===== config.mk =====
export PLATFORM = sky130hd
export DESIGN_NAME = mult_control
export DESIGN_NICKNAME = d
export VERILOG_FILES = /design/src/rtl/mult_pkg.sv /design/src/rtl/mult_control.sv
export SDC_FILE = /design/constraint.sdc
export NUM_CORES = 1
export LEC_CHECK = 0
export CORE_AREA = 2 2 39 41
export DETAILED_ROUTE_END_ITERATION = 8
export DIE_AREA = 0 0 41 43
export MAX_ROUTING_LAYER = met4
export SLEW_MARGIN = 15
export SYNTH_ARGS = -nofsm -noshare
export SYNTH_HDL_FRONTEND = slang
export SYNTH_SLANG_ARGS = --single-unit

===== constraint.sdc =====
create_clock -name Clk -period 2.59 [get_ports Clk]
set_input_delay 0.777 -clock Clk [delete_from_list [all_inputs] [get_ports Clk]]
set_output_delay 0.777 -clock Clk [all_outputs]
set_load 0.02 [all_outputs]

===== src/rtl/mult_pkg.sv =====
// Shared types and defaults for the add-shift multiplier sequencer.
package mult_pkg;

  typedef enum logic [2:0] {
    IDLE,
    CLEAR,
    ADD,
    SHIFT,
    HALT
  } mult_state_t;

  localparam int MULT_WIDTH = 8;

endpackage


===== src/rtl/mult_control.sv =====
// Sequencer for the add-shift multiplier: one ADD and one SHIFT step per
// multiplier bit, with a subtract on the final (sign) bit.
module mult_control
  import mult_pkg::*;
#(
  parameter int WIDTH = MULT_WIDTH
) (
  input  logic Clk,
  input  logic Reset,
  input  logic Run,
  input  logic ClearA_LoadB,
  input  logic M,
  output logic Shift_En,
  output logic Ld_A,
  output logic Ld_B,
  output logic Clr_A,
  output logic Add,
  output logic Sub,
  output logic Busy,
  output logic Done
);

  localparam int CNT_W = (WIDTH > 1) ? $clog2(WIDTH) : 1;
  localparam logic [CNT_W-1:0] LAST_BIT = CNT_W'(WIDTH - 1);

  mult_state_t       state;
  mult_state_t       next_state;
  logic [CNT_W-1:0]  cnt;
  logic              last_bit;

  assign last_bit = (cnt == LAST_BIT);

  always_ff @(posedge Clk) begin
    if (Reset) begin
      state <= IDLE;
      cnt   <= '0;
    end else begin
      state <= next_state;
      if (state == CLEAR) begin
        cnt <= '0;
      end else if (state == SHIFT && !last_bit) begin
        cnt <= cnt + CNT_W'(1);
      end
    end
  end

  // HALT only releases on a sampled-low Run so a held Run cannot retrigger.
  always_comb begin
    next_state = state;
    unique case (state)
      IDLE:    if (Run) next_state = CLEAR;
      CLEAR:   next_state = ADD;
      ADD:     next_state = SHIFT;
      SHIFT:   next_state = last_bit ? HALT : ADD;
      HALT:    if (!Run) next_state = IDLE;
      default: next_state = IDLE;
    endcase
  end

  // The last bit carries negative weight, so its partial product is subtracted.
  always_comb begin
    Shift_En = 1'b0;
    Ld_A     = 1'b0;
    Ld_B     = 1'b0;
    Clr_A    = 1'b0;
    Add      = 1'b0;
    Sub      = 1'b0;
    Busy     = 1'b0;
    Done     = 1'b0;
    unique case (state)
      IDLE: begin
        Clr_A = ClearA_LoadB & ~Run;
        Ld_B  = ClearA_LoadB & ~Run;
      end
      CLEAR: begin
        Clr_A = 1'b1;
        Busy  = 1'b1;
      end
      ADD: begin
        Busy = 1'b1;
        Ld_A = M;
        Add  = M & ~last_bit;
        Sub  = M & last_bit;
      end
      SHIFT: begin
        Busy     = 1'b1;
        Shift_En = 1'b1;
      end
      HALT: begin
        Done = 1'b1;
      end
      default: begin
        Busy = 1'b0;
      end
    endcase
  end

endmodule


==> impl_metrics.py <==
metrics = {
    "clock_tree": {
        "cts_htree_levels": 1,
        "cts-root-buf": "clkbuf_4",
        "cts_max_path_buffers": 2,
        "postCtsSetupRepairBufs": 0,
        "clock_latency_ns": 0.24,
        "path_clk_slew_ns": 0.05,
        "cts-hold-fix-buffers": 0,
        "cts_tree": "yes",
        "cts_sinks": 6,
        "cts_made_buffers": 3,
    },
    "timing": {
        "slew_headroom_pct": 74.3,
        "slew_viol_final": 0,
        "min_period_ns": 2.52,
        "max_freq_mhz": 397,
        "period_share_pct": 97.3,
        "rsz0062_at_grt": "false",
        "worst_slack_ns": 0.0703,
        "setup_tns_ns": 0,
        "clock_skew_ns": 0.00343,
        "hold_ws_ns": 0.481,
        "tightest_slew_ns": 0.385,
        "setup-violations-final": 0,
        "hold_violations": 0,
    },
    "yosys": {
        "synthAdderAreaFrac_pct": 7.14,
        "yosys.area_share.simple_pct": 39.3,
        "ys.flop_type": "dfxtp_1",
        "synth_seq_cells": 6,
        "syn_nets": 47,
        "synth_area_leader_cell": "dfxtp_1",
        "synthMuxAreaShare_pct": 0,
        "synth_top_family_by_area": "simple AND/OR/NAND/NOR gates",
        "synth_compound_area_share_pct": 15.4,
        "synthCells": 40,
        "syn_area_um2": 350,
        "synthArstFlopShare_pct": 0,
        "yosysWarnings": 0,
        "netlist_top_cells_count": "dfxtp_1, nor2_1, nand3_1",
        "synth_cell_types": 20,
        "synth_most_common_cell": "dfxtp_1",
        "synth_area_leaders": "dfxtp_1, ha_1, nor4b_4, nand3_1, and2_1",
        "syn_avg_cell_area_um2": 8.76,
        "yosysSeqAreaShare_pct": 34.3,
        "synth-edff-count": 0,
        "synth_top_area_share_pct": 34.3,
        "synth-xor-area-share_pct": 0,
    },
    "hold_path": {
        "hp-class": "reg -> reg",
    },
    "route": {
        "route.detailed.drc": 0,
        "firstDrtPassIters": 3,
        "vias_per_cell": 4.81,
        "postRouteAntennaNets": 0,
        "vias": 346,
        "dr.first_iter.drc_count": 9,
        "drt-total-wl_um": 757,
        "detail_route.wl_per_cell_um": 10.5,
    },
    "global_route": {
        "grt-ovfl-total": 0,
        "grt_max_degree": 11,
        "grt_use_total_pct": 10.3,
        "antenna_found_initial": 0,
        "grt_pass1_vias": 293,
        "grt_pass1_wl_um": 1160,
    },
    "power": {
        "power_frac_seq_pct": 41.8,
        "peakVddDrop_mv": 0.259,
        "switching_power_w": 0.0000634,
        "power_w": 0.000239,
        "switching_share_pct": 26.5,
        "power.leakage_nw": 0.220,
        "p_comb_share_pct": 22.7,
        "p_clk_share_pct": 35.5,
        "power_density_nw_per_um2": 466,
        "power.internal_w": 0.000176,
    },
    "floorplan": {
        "initial_core_util_pct": 25.3,
        "ios": 13,
        "die_h_um": 43,
        "die_w_um": 41,
        "design.die.area_um2": 1760,
        "coreArea_um2": 1380,
        "rows": 14,
    },
    "worst_setup_path": {
        "crit_fanout": 3,
        "crit_path_max_incr_delay_ns": 0.45,
        "critPathLaunchType": "input pin",
        "critPathCaptureType": "output pin",
        "crit_chain": "clkdlybuf4s50_1, nor4b_4, and2_1, buf_2",
        "worstPathArrival_ns": 1.74,
        "crit_required_ns": 1.81,
        "worstSetupPathType": "in -> out",
        "slowest_stage": "clkdlybuf4s50_1",
    },
    "finish": {
        "fin_nets": 65,
        "diodes": 0,
        "syn_to_final_growth_pct": 46.4,
        "layout-drive-gt1-share_pct": 23.2,
        "fin_area_um2": 513,
    },
    "placed_design": {
        "port_buffers": 12,
        "place_congestion": 0.663,
        "placed_area_um2": 503,
        "pre_cts_slack_ns": -0.398,
    },
    "run": {
        "drv_cap": 0,
    },
    "status": {
        "status": "completed",
    },
}
state kept, by name, indices dropped and copies added, names as in the netlist:
name and count:
cnt 3, state 3
layout by cell type (no fill, tap or decap):
cell type	instances
dfxtp_1	6
clkdlybuf4s50_1	6
nor2_1	5
buf_4	5
nand3_1	4
and2_1	3
a21oi_1	3
clkbuf_4	3
o21ai_0	2
nand3b_1	2
ha_1	2
and3_1	1
nand2b_1	1
o21bai_1	1
inv_1	1
nor4b_4	1
nor2b_1	1
nor3b_2	1
nand2_1	1
a31oi_1	1
a2111oi_2	1
nor4_1	1
dlymetal6s2s_1	1
clkdlybuf4s15_1	1
buf_2	1
clkbuf_2	1
critical path, delay by kind of cell:
kind	cells	cell delay (ns)
buffers and inverters	2	0.60
and+or+nand+nor	2	0.35
stage by stage:
stage | cells | util [%]
floorplan | 40 | -
finish | 72 | 37.1
CTS | 72 | 36.8
global placement | 69 | 36.3
detailed placement | 69 | 36.3
global route | 72 | 37.1
kinds of logic (layout without fill, tap and decap cells):
group	Yosys count	in the layout
compound gates	8	8
fa+ha+maj	2	2
buf+inv	3	19
flops	6	6
simple gates	21	21
layout make-up:
class | count | area, um^2
fill | 152 | 871
multi-input combinational | 31 | 216
timing repair buffer | 15 | 130
sequential | 6 | 120
clock buffer | 3 | 22.5
tap | 16 | 20.0
inverter | 1 | 3.75
power by group through the flow:
stage / clock (W) / sequential [W] / combinational, W
2_1_floorplan: 0 / 0.000100 / 0.0000286
3_3_place_gp: 0 / 0.000102 / 0.0000567
3_5_place_dp: 0 / 0.000102 / 0.0000572
4_1_cts: 0.0000897 / 0.0000999 / 0.0000538
5_1_grt: 0.0000940 / 0.000100 / 0.0000586
6_report: 0.0000848 / 0.000100 / 0.0000542
layer usage:
| layer | global-route usage, % | wire length (um) | up-vias |
|---|---|---|---|
| met1 | 12.3 | 331 | 158 |
| li1 | - | - | 181 |
| met4 | 2.00 | 0 | 0 |
| met3 | 7.85 | 63 | 0 |
| met5 | - | 0 | - |
| met2 | 13.8 | 362 | 7 |
final timing paths:
kind	endpoint	slack, ns	cells past startpoint	startpoint
hold reg to reg	cnt[1]$_SDFFE_PP0P_	0.48	2	cnt[1]$_SDFFE_PP0P_
setup / recovery	Sub	0.07	4	M
setup reg to reg	state[1]$_SDFFE_PP0P_	1.16	4	cnt[0]$_SDFFE_PP0P_
hold / removal	cnt[1]$_SDFFE_PP0P_	0.48	2	cnt[1]$_SDFFE_PP0P_
what timing repair did:
action                                  in CTS  in global routing
resized for setup                           15                  5
endpoints found under the setup margin       5                  4
pin swaps                                    0                  0
hold endpoints to repair                     0                  0
(Power assumes the default switching activity.)
